## src/rtl/muldiv_unit.sv

```systemverilog
// Iterative RV M-extension multiply/divide unit: radix-2 shift-add multiply and
// restoring divide on operand magnitudes, sign fix-up in a final cycle.
//
// state | meaning
// IDLE  | waiting for start; operands captured on accept
// CALC  | one radix-2 step per cycle, XLEN cycles, counted down
// FIX   | sign correction, result registered on exit
// DONE  | done pulse for one cycle, result valid
module muldiv_unit #(
  parameter int XLEN = 32
) (
  input  logic            clk,
  input  logic            reset_n,
  input  logic            start,
  input  logic            flush,
  input  logic [2:0]      funct3,
  input  logic [XLEN-1:0] srca,
  input  logic [XLEN-1:0] srcb,
  output logic            busy,
  output logic            done,
  output logic [XLEN-1:0] result
);

  localparam int CW = $clog2(XLEN + 1);
  localparam logic [XLEN-1:0] MIN_NEG = {1'b1, {(XLEN-1){1'b0}}};

  typedef enum logic [1:0] {IDLE, CALC, FIX, DONE} state_t;
  state_t state, state_nxt;

  logic [2:0]        op;
  logic [XLEN-1:0]   bmag;
  logic [2*XLEN-1:0] acc;
  logic              neg_q, neg_r;
  logic [CW-1:0]     cnt;

  logic            a_sgn_in, b_sgn_in, a_neg_in, b_neg_in;
  logic            div0_in, ovf_in, fast_in, accept;
  logic [XLEN-1:0] amag_in, bmag_in, fast_res;

  assign a_sgn_in = (funct3 != 3'b011) && (funct3 != 3'b101) && (funct3 != 3'b111);
  assign b_sgn_in = a_sgn_in && (funct3 != 3'b010);
  assign a_neg_in = a_sgn_in & srca[XLEN-1];
  assign b_neg_in = b_sgn_in & srcb[XLEN-1];
  assign amag_in  = a_neg_in ? -srca : srca;
  assign bmag_in  = b_neg_in ? -srcb : srcb;
  assign div0_in  = funct3[2] && (srcb == '0);
  assign ovf_in   = funct3[2] && !funct3[0] && (srca == MIN_NEG) && (srcb == '1);
  assign fast_in  = div0_in | ovf_in;
  assign accept   = (state == IDLE) && start && !flush;

  always_comb begin
    fast_res = srca;
    if (div0_in) fast_res = funct3[1] ? srca : '1;
    else         fast_res = funct3[1] ? '0 : srca;
  end

  // Multiply: conditional add into the upper half, then shift right.
  logic [XLEN:0]     msum;
  logic [2*XLEN-1:0] mul_nxt;
  assign msum    = {1'b0, acc[2*XLEN-1:XLEN]} + {1'b0, bmag & {XLEN{acc[0]}}};
  assign mul_nxt = {msum, acc[XLEN-1:1]};

  // Divide: acc holds {remainder, quotient}; shift in a dividend bit, try subtract.
  logic [XLEN:0]     dsh, ddiff;
  logic              dge;
  logic [2*XLEN-1:0] div_nxt;
  assign dsh     = {acc[2*XLEN-1:XLEN], acc[XLEN-1]};
  assign ddiff   = dsh - {1'b0, bmag};
  assign dge     = !ddiff[XLEN];
  assign div_nxt = {(dge ? ddiff[XLEN-1:0] : dsh[XLEN-1:0]), acc[XLEN-2:0], dge};

  logic [2*XLEN-1:0] prod_fix;
  logic [XLEN-1:0]   quo_fix, rem_fix, fix_res;
  assign prod_fix = neg_q ? -acc : acc;
  assign quo_fix  = neg_q ? -acc[XLEN-1:0] : acc[XLEN-1:0];
  assign rem_fix  = neg_r ? -acc[2*XLEN-1:XLEN] : acc[2*XLEN-1:XLEN];

  always_comb begin
    fix_res = prod_fix[2*XLEN-1:XLEN];
    case (op)
      3'b000:         fix_res = prod_fix[XLEN-1:0];
      3'b100, 3'b101: fix_res = quo_fix;
      3'b110, 3'b111: fix_res = rem_fix;
      default:        fix_res = prod_fix[2*XLEN-1:XLEN];
    endcase
  end

  always_comb begin
    state_nxt = state;
    if (flush) begin
      state_nxt = IDLE;
    end else begin
      case (state)
        IDLE:    if (start) state_nxt = fast_in ? DONE : CALC;
        CALC:    if (cnt == CW'(1)) state_nxt = FIX;
        FIX:     state_nxt = DONE;
        DONE:    state_nxt = IDLE;
        default: state_nxt = IDLE;
      endcase
    end
  end

  always_ff @(posedge clk or negedge reset_n) begin
    if (!reset_n) state <= IDLE;
    else          state <= state_nxt;
  end

  always_ff @(posedge clk or negedge reset_n) begin
    if (!reset_n) begin
      op     <= '0;
      bmag   <= '0;
      acc    <= '0;
      neg_q  <= 1'b0;
      neg_r  <= 1'b0;
      cnt    <= '0;
      result <= '0;
    end else if (flush) begin
      cnt <= '0;
    end else if (accept) begin
      op    <= funct3;
      bmag  <= bmag_in;
      acc   <= {{XLEN{1'b0}}, amag_in};
      neg_q <= a_neg_in ^ b_neg_in;
      neg_r <= a_neg_in;
      if (fast_in) begin
        cnt    <= '0;
        result <= fast_res;
      end else begin
        cnt <= CW'(XLEN);
      end
    end else if (state == CALC) begin
      acc <= op[2] ? div_nxt : mul_nxt;
      cnt <= cnt - CW'(1);
    end else if (state == FIX) begin
      result <= fix_res;
    end
  end

  assign busy = (state == CALC) || (state == FIX);
  assign done = (state == DONE);

endmodule

```

## config.mk

```make
export PLATFORM = sky130hd
export DESIGN_NAME = muldiv_unit
export DESIGN_NICKNAME = d
export VERILOG_FILES = /design/src/rtl/muldiv_unit.sv
export SDC_FILE = /design/constraint.sdc
export NUM_CORES = 1
export LEC_CHECK = 0
export CORE_ASPECT_RATIO = 1.75
export CORE_UTILIZATION = 45
export CTS_CLUSTER_DIAMETER = 40
export DETAILED_ROUTE_END_ITERATION = 10
export GPL_ROUTABILITY_DRIVEN = 0
export HOLD_SLACK_MARGIN = 0.12
export PLACE_DENSITY = 0.74
export SKIP_CTS_REPAIR_TIMING = 1
export SYNTH_ARGS = -nofsm -noshare
export SYNTH_HDL_FRONTEND = slang
export SYNTH_SLANG_ARGS = --single-unit
```

## constraint.sdc

```tcl
create_clock -name clk -period 3.6 [get_ports clk]
set_input_delay 0.54 -clock clk [delete_from_list [all_inputs] [get_ports clk]]
set_output_delay 0.54 -clock clk [all_outputs]
set_load 0.1 [all_outputs]
```

* Word-level counts from Yosys, hierarchy flattened
Index checks and enable logic that the tools add are counted.
** Operators by class
- Add/subtract/negate cells :: 8
- Equal/unequal tests :: 18
- Mux-type cells :: 26
- Bitwise logic cells :: 6
- Reduce and logical (&&, ||, !) cells :: 25
** Operator list (number)
- 2-to-1 mux 32 bit :: 12
- 2-to-1 mux 64 bit :: 4
- negation 32 bit :: 4
- case mux 32 bit (3 select lines) :: 1
- == test 32 bit (second input constant) :: 2
- negation 64 bit :: 1
- adder 32 x 32 -> 33 bit :: 1
- subtractor 33 x 32 -> 33 bit :: 1
- bitwise AND 32 bit :: 1
- logical NOT 32 bit :: 1
- 2-to-1 mux 6 bit :: 4
- == test 3 bit (second input constant) :: 4
- inequality test 3 bit (second input constant) :: 4
- logical AND 1 bit :: 9
- 2-to-1 mux 2 bit :: 4
- case mux 2 bit (4 select lines) :: 1
- == test 6 x 1 -> 1 bit (second input constant) :: 1
- inequality test 3 x 2 -> 1 bit (second input constant) :: 2
- AND reduction 2 bit :: 3
- subtractor 6 x 1 -> 6 bit (second input constant) :: 1
- == test 2 bit (second input constant) :: 2
- inequality test 2 bit (second input constant) :: 2
- AND reduction 4 bit :: 1
- nonzero test 2 bit :: 2
- other kinds (11) :: 15
** Word-level totals
- Bits in registers :: 141
- Bits of input ports :: 71
- Output and inout port bits :: 34
- Logic and storage cells :: 91

* Depth between registers and ports, before layout
- Depth after elaboration :: 9
- Gate-level depth with buffers :: 14

* Least setup slack after synthesis
Ideal clock, no wire load.
- Path type :: register -> register
- From :: reg acc[0]
- To :: reg acc[60]
- Setup time :: 0.126 ns
- Data arrival time :: 3.342 ns
- Required time :: 3.474 ns
- Slack :: 0.132 ns
- Stages on the path, launching flop included :: 14
- Buffers on the path :: 1
- Period minus slack after synthesis :: 3.468 ns
- Path through :: dfrtp_1 inv_1 buf_1 nor2_1 ha_1 and3_1 a2111oi_2 o211a_1 a31o_1 o31ai_1 a221oi_1 o21bai_1 xor2_1 a221o_1
** On the way
- Longest elaborated chain between the ends :: 5
** RTL lines
- start, declared :: RTL line 32 : logic [2*XLEN-1:0] acc;
- start signal, assigned :: RTL line 122 : acc <= {{XLEN{1'b0}}, amag_in};
- start signal, assigned :: RTL line 132 : acc <= op[2] ? div_nxt : mul_nxt;
- bitwise AND 32 bit :: RTL line 60 : assign msum = {1'b0, acc[2*XLEN-1:XLEN]} + {1'b0, bmag & {XLEN{acc[0]}}};
- adder 32 x 32 -> 33 bit :: RTL line 60
- 2-to-1 mux 64 bit :: RTL line 132
- 2-to-1 mux 64 bit :: RTL line 131 : end else if (state == CALC) begin
- 2-to-1 mux 64 bit :: RTL line 119 : end else if (accept) begin
Every way passes these cells. The select of a mux whose other input is x is not followed.
A chain may end at the register's enable or synchronous reset.

* Worst setup path after layout
- From :: reg acc[49]
- To :: reg result[31]
** On the way
- Longest elaborated chain between the ends :: 6
** RTL lines
- negation 64 bit / negation 32 bit (equally long branches) :: RTL line 74, 76
- 2-to-1 mux 64 bit / 2-to-1 mux 32 bit (equally long branches) :: RTL line 74, 76
- case mux 32 bit (3 select lines) (*) :: RTL line 80 : case (op)
- 2-to-1 mux 32 bit (*) :: RTL line 134 : end else if (state == FIX) begin
- 2-to-1 mux 32 bit (*) :: RTL line 131
- 2-to-1 mux 32 bit (*) :: RTL line 119
- end signal, assigned :: RTL line 127 : result <= fast_res;
- end signal, assigned :: RTL line 135 : result <= fix_res;
- end, declared :: RTL line 21 : output logic [XLEN-1:0] result
Mark *: on every way between the ends. The rest lies on a longest branch, timed or not. The select of a mux whose other input is x is not followed.

==> run_results.csv <==
group,metric,value,unit
status,status,"finished, violations left",
status,violations,"DRC",
timing,finalWorstPathRequiredPeriod,3.55,ns
layout,area_used_by_multi_input_combinational_logic,0.0103,mm²
power_and_ir_drop,power_frac_clock,0.096,
yosys,synthSimpleGateAreaFrac,0.208,
yosys,synth_compound_area_frac,0.277,
route,postRouteAntennaNets,0,
placement,dpl-instance-area,0.0165,mm²
yosys,synth_area,0.0145,mm²
timing,achievable_freq,281,MHz
layout,layout-drive-gt1-share,0.102,
yosys,yosys_warnings,0,
setup_path,cp-end-kind,"flop",
setup_path,start_kind,"flop",
timing,fin_tns_setup,0,ns
yosys,post_syn_nets,2056,
cts,cts_sinks,141,
timing,rsz_0062_raised_after_global_routing,"no",
cts,max-clock-path-buffers,2,
cts,tritoncts,"yes",
floorplan,placementRows,86,
timing,setup_viol,0,
route,detail_route.wirelength,59.1,mm
setup_path,critical_path.max_stage_delay,0.62,ns
timing,finClkSkew,0.00981,ns
global_routing,antenna_violations_before_repair,1,
layout,layout_common_cells,"sky130_fd_sc_hd__a21oi_1 (184), sky130_fd_sc_hd__nand2_1 (175), sky130_fd_sc_hd__nor2_1 (170), sky130_fd_sc_hd__o21ai_0 (153), sky130_fd_sc_hd__dfrtp_1 (139)",
route,routed-via-count,16300,
global_routing,grt_util_all_layers,0.370,
floorplan,die_area,0.0329,mm²
timing,timing_hold_violations_final,0,
global_routing,grt_busiest_layer,"met2",
power_and_ir_drop,p_leak,0.00719,µW
route,drt_first_pass_iters,11,
yosys,synth-main-ff-cell,"sky130_fd_sc_hd__dfrtp_1",
power_and_ir_drop,pwr-share-comb,0.727,
yosys,synth-seq-cells,141,
timing,final.setup.worst_slack,0.0454,ns
route,via_density_per_instance,6.66,
yosys,syn_avg_cell_area,7.60,µm²
floorplan,io_pins,105,
timing,finalHoldWorstSlack,0.133,ns
yosys,ys_types,83,
setup_path,worst-path-buf-inv,1,
layout,antennaDiodeCount,0,
cts,cts.clk_slew.worst_paths,0.07,ns
route,route.detailed.drc,1,
layout,area_growth_syn_to_layout,18.7,%
global_routing,met1_usage,0.366,
route,detailedRoute.firstIterationViolations,1993,
global_routing,grt_overflow_total,0,
setup_path,crit_fanout,5,
yosys,combinational_family_with_the_most_area_after_synthesis,"compound AO/OA/AOI/OAI gates",
layout,finalInstanceArea,0.0172,mm²
placement,place.port_buffers,104,
timing,max_slew_margin,0.247,
global_routing,grtUsageMet3,0.0866,
yosys,synth-adder-area-share,0.0684,
cts,numCtsBuffers,17,
layout,fillCellCount,2948,
yosys,synth_enable_flop_cells,0,
yosys,asyncSetResetFlopFracSynth,1.00,
yosys,synth_sequential_area_ratio,0.244,
global_routing,first_global_vias,16129,
power_and_ir_drop,switching_share,0.566,
layout,register_area,0.00353,mm²
floorplan,fp.dieW,138,µm
power_and_ir_drop,net-switching-power,11000,µW
setup_path,timing.critical_path.mode_cell,"sky130_fd_sc_hd__or3_1",
placement,place.detailed.hpwl,44.6,mm
timing,post-route-period-util,0.987,
layout,final_common_cell,"sky130_fd_sc_hd__a21oi_1",
yosys,synth-xor-area-share,0.111,
power_and_ir_drop,worst_vdd_drop,0.660,mV
cts,cts_max_level,4,
placement,dp.cells,2414,
layout,finalNonFillerCells,2446,
floorplan,core-area,0.0316,mm²
global_routing,grt_start_max_net_pins,92,
cts,clock_insertion_delay_worst_skew,0.45,ns
placement,placement.setup.worst_slack,-0.0664,ns
power_and_ir_drop,pwr_dens,1130,mW/mm²
yosys,synth_cells,1907,
power_and_ir_drop,power.sequential.fraction,0.178,
timing,final_max_slew_viol_count,0,
setup_path,worst-r2r-setup-slack,0.05,ns
floorplan,fp.dieH,239,µm
setup_path,worstPathCellList,"or4_1 -> or3_1 -> or4_4 -> nor4b_4 -> or3_1 -> a21oi_1 -> nor4_1 -> buf_4 -> nor2_1",
cts,clock-root-buffer,"sky130_fd_sc_hd__clkbuf_16",
global_routing,grt_pass1_wl,90.9,mm
global_routing,grt_use_met2,0.616,
floorplan,start_util,0.458,
layout,design.final.nets,2186,
setup_path,critPathTopFamily,"simple AND/OR/NAND/NOR gates",
hold_path,min_path_type,"in2async",
job,timing.max_cap.violations,0,
power_and_ir_drop,intPower,8440,µW
route,wl_per_cell,24.2,µm
setup_path,timing.critical_path.slowest_stage_cell,"sky130_fd_sc_hd__or4_1",
setup_path,criticalPathCategory,"reg2reg",
setup_path,cp.required,3.93,ns
yosys,yosys-mux-area-fraction,0.0397,
timing,transition_at_the_pin_with_the_smallest_max_transition_slack,1.13,ns
setup_path,worst_ep_arrival_time,3.88,ns
cells in the mapped netlist (all sizes together) (7+ instances only):
| library cell | count | share of area |
|---|---|---|
| a21oi | 184 | 0.064 |
| o21ai | 178 | 0.062 |
| nand2 | 176 | 0.046 |
| nor2 | 175 | 0.046 |
| dfrtp | 141 | 0.24 |
| clkbuf | 101 | 0.026 |
| xor2 | 93 | 0.056 |
| xnor2 | 91 | 0.055 |
| ha | 76 | 0.066 |
| inv | 66 | 0.017 |
| nor3 | 64 | 0.024 |
| mux2i | 54 | 0.037 |
| a211oi | 44 | 0.023 |
| o31ai | 44 | 0.023 |
| nand3 | 37 | 0.013 |
| a22oi | 22 | 0.011 |
| buf | 22 | 0.0086 |
| a21o | 20 | 0.010 |
| o41ai | 20 | 0.014 |
| or3 | 20 | 0.0086 |
| nand2b | 19 | 0.0082 |
| nor4 | 19 | 0.0091 |
| o221ai | 19 | 0.011 |
| nand4 | 18 | 0.0088 |
| a31oi | 16 | 0.0069 |
| and2 | 16 | 0.0069 |
| and3 | 14 | 0.0060 |
| o22ai | 14 | 0.0060 |
| or2 | 14 | 0.0062 |
| or4 | 12 | 0.0067 |
| nor2b | 10 | 0.0043 |
| o211ai | 9 | 0.0047 |
| o21a | 8 | 0.0041 |
| nand3b | 7 | 0.0036 |
sequential cells by signal, summed over array words and instances (netlist names):
name,flops
result,32
state,2
bmag,32
cnt,6
op,3
neg_r,1
acc,64
neg_q,1
power groups by stage:
stage               registers [µW]  clock network [µW]  logic, µW
floorplan                     3930                   0       8800
global placement              3380                   0      13300
detailed placement            3400                   0      13500
CTS                           3380                1860      13600
global route                  3510                1920      15100
finish                        3460                1860      14100
path summary, 6_finish.rpt:
check	from	endpoint	cells after the start
setup / recovery	acc[49]	result[31]	9
hold / removal	reset_n	acc[20]	1
setup reg to reg	acc[49]	result[31]	9
hold reg to reg	bmag[17]	bmag[17]	2
max in group asynchronous	reset_n	acc[55]	2
min in group clk	bmag[17]	bmag[17]	2
layer usage:
layer	share of wire	routed length (µm)
met1	0.32	18900
met2	0.48	28300
met3	0.080	4740
met4	0.12	7170
met5	0.00025	15
worst reg2reg max path, delay by kind of cell, from the launching register on:
kind	cells	cell delay [ns]
simple gates	7	2.72
compound gates	1	0.05
flops	1	0.47
buf+inv	1	0.22
through the flow:
| step | utilization | power (µW) |
|---|---|---|
| after floorplan | - | 12700 |
| after global placement | 0.523 | 16700 |
| after detailed placement | 0.523 | 16900 |
| after CTS | 0.541 | 18800 |
| after global routing | 0.543 | 20500 |
| final | 0.543 | 19500 |
kinds of logic (layout without fill, tap and decap cells):
group | Yosys count | in the layout
xor gates and xnor gates | 184 | 184
and+or+nand+nor | 618 | 618
AOI/OAI and AO/OA | 639 | 639
adders and majority gates | 78 | 78
muxes | 57 | 57
buffers and inverters | 190 | 333
DFF | 141 | 141
final cells by class:
cell class,count,share of cell area
clock inverters,14,0.00917
flip-flops and latches,141,0.205
repair buffers,234,0.119
clock buffers,18,0.0250
well taps,396,0.0288
inverters,67,0.0146
multi-input cells,1576,0.598
Note: power is estimated with default switching activity, not from simulation.
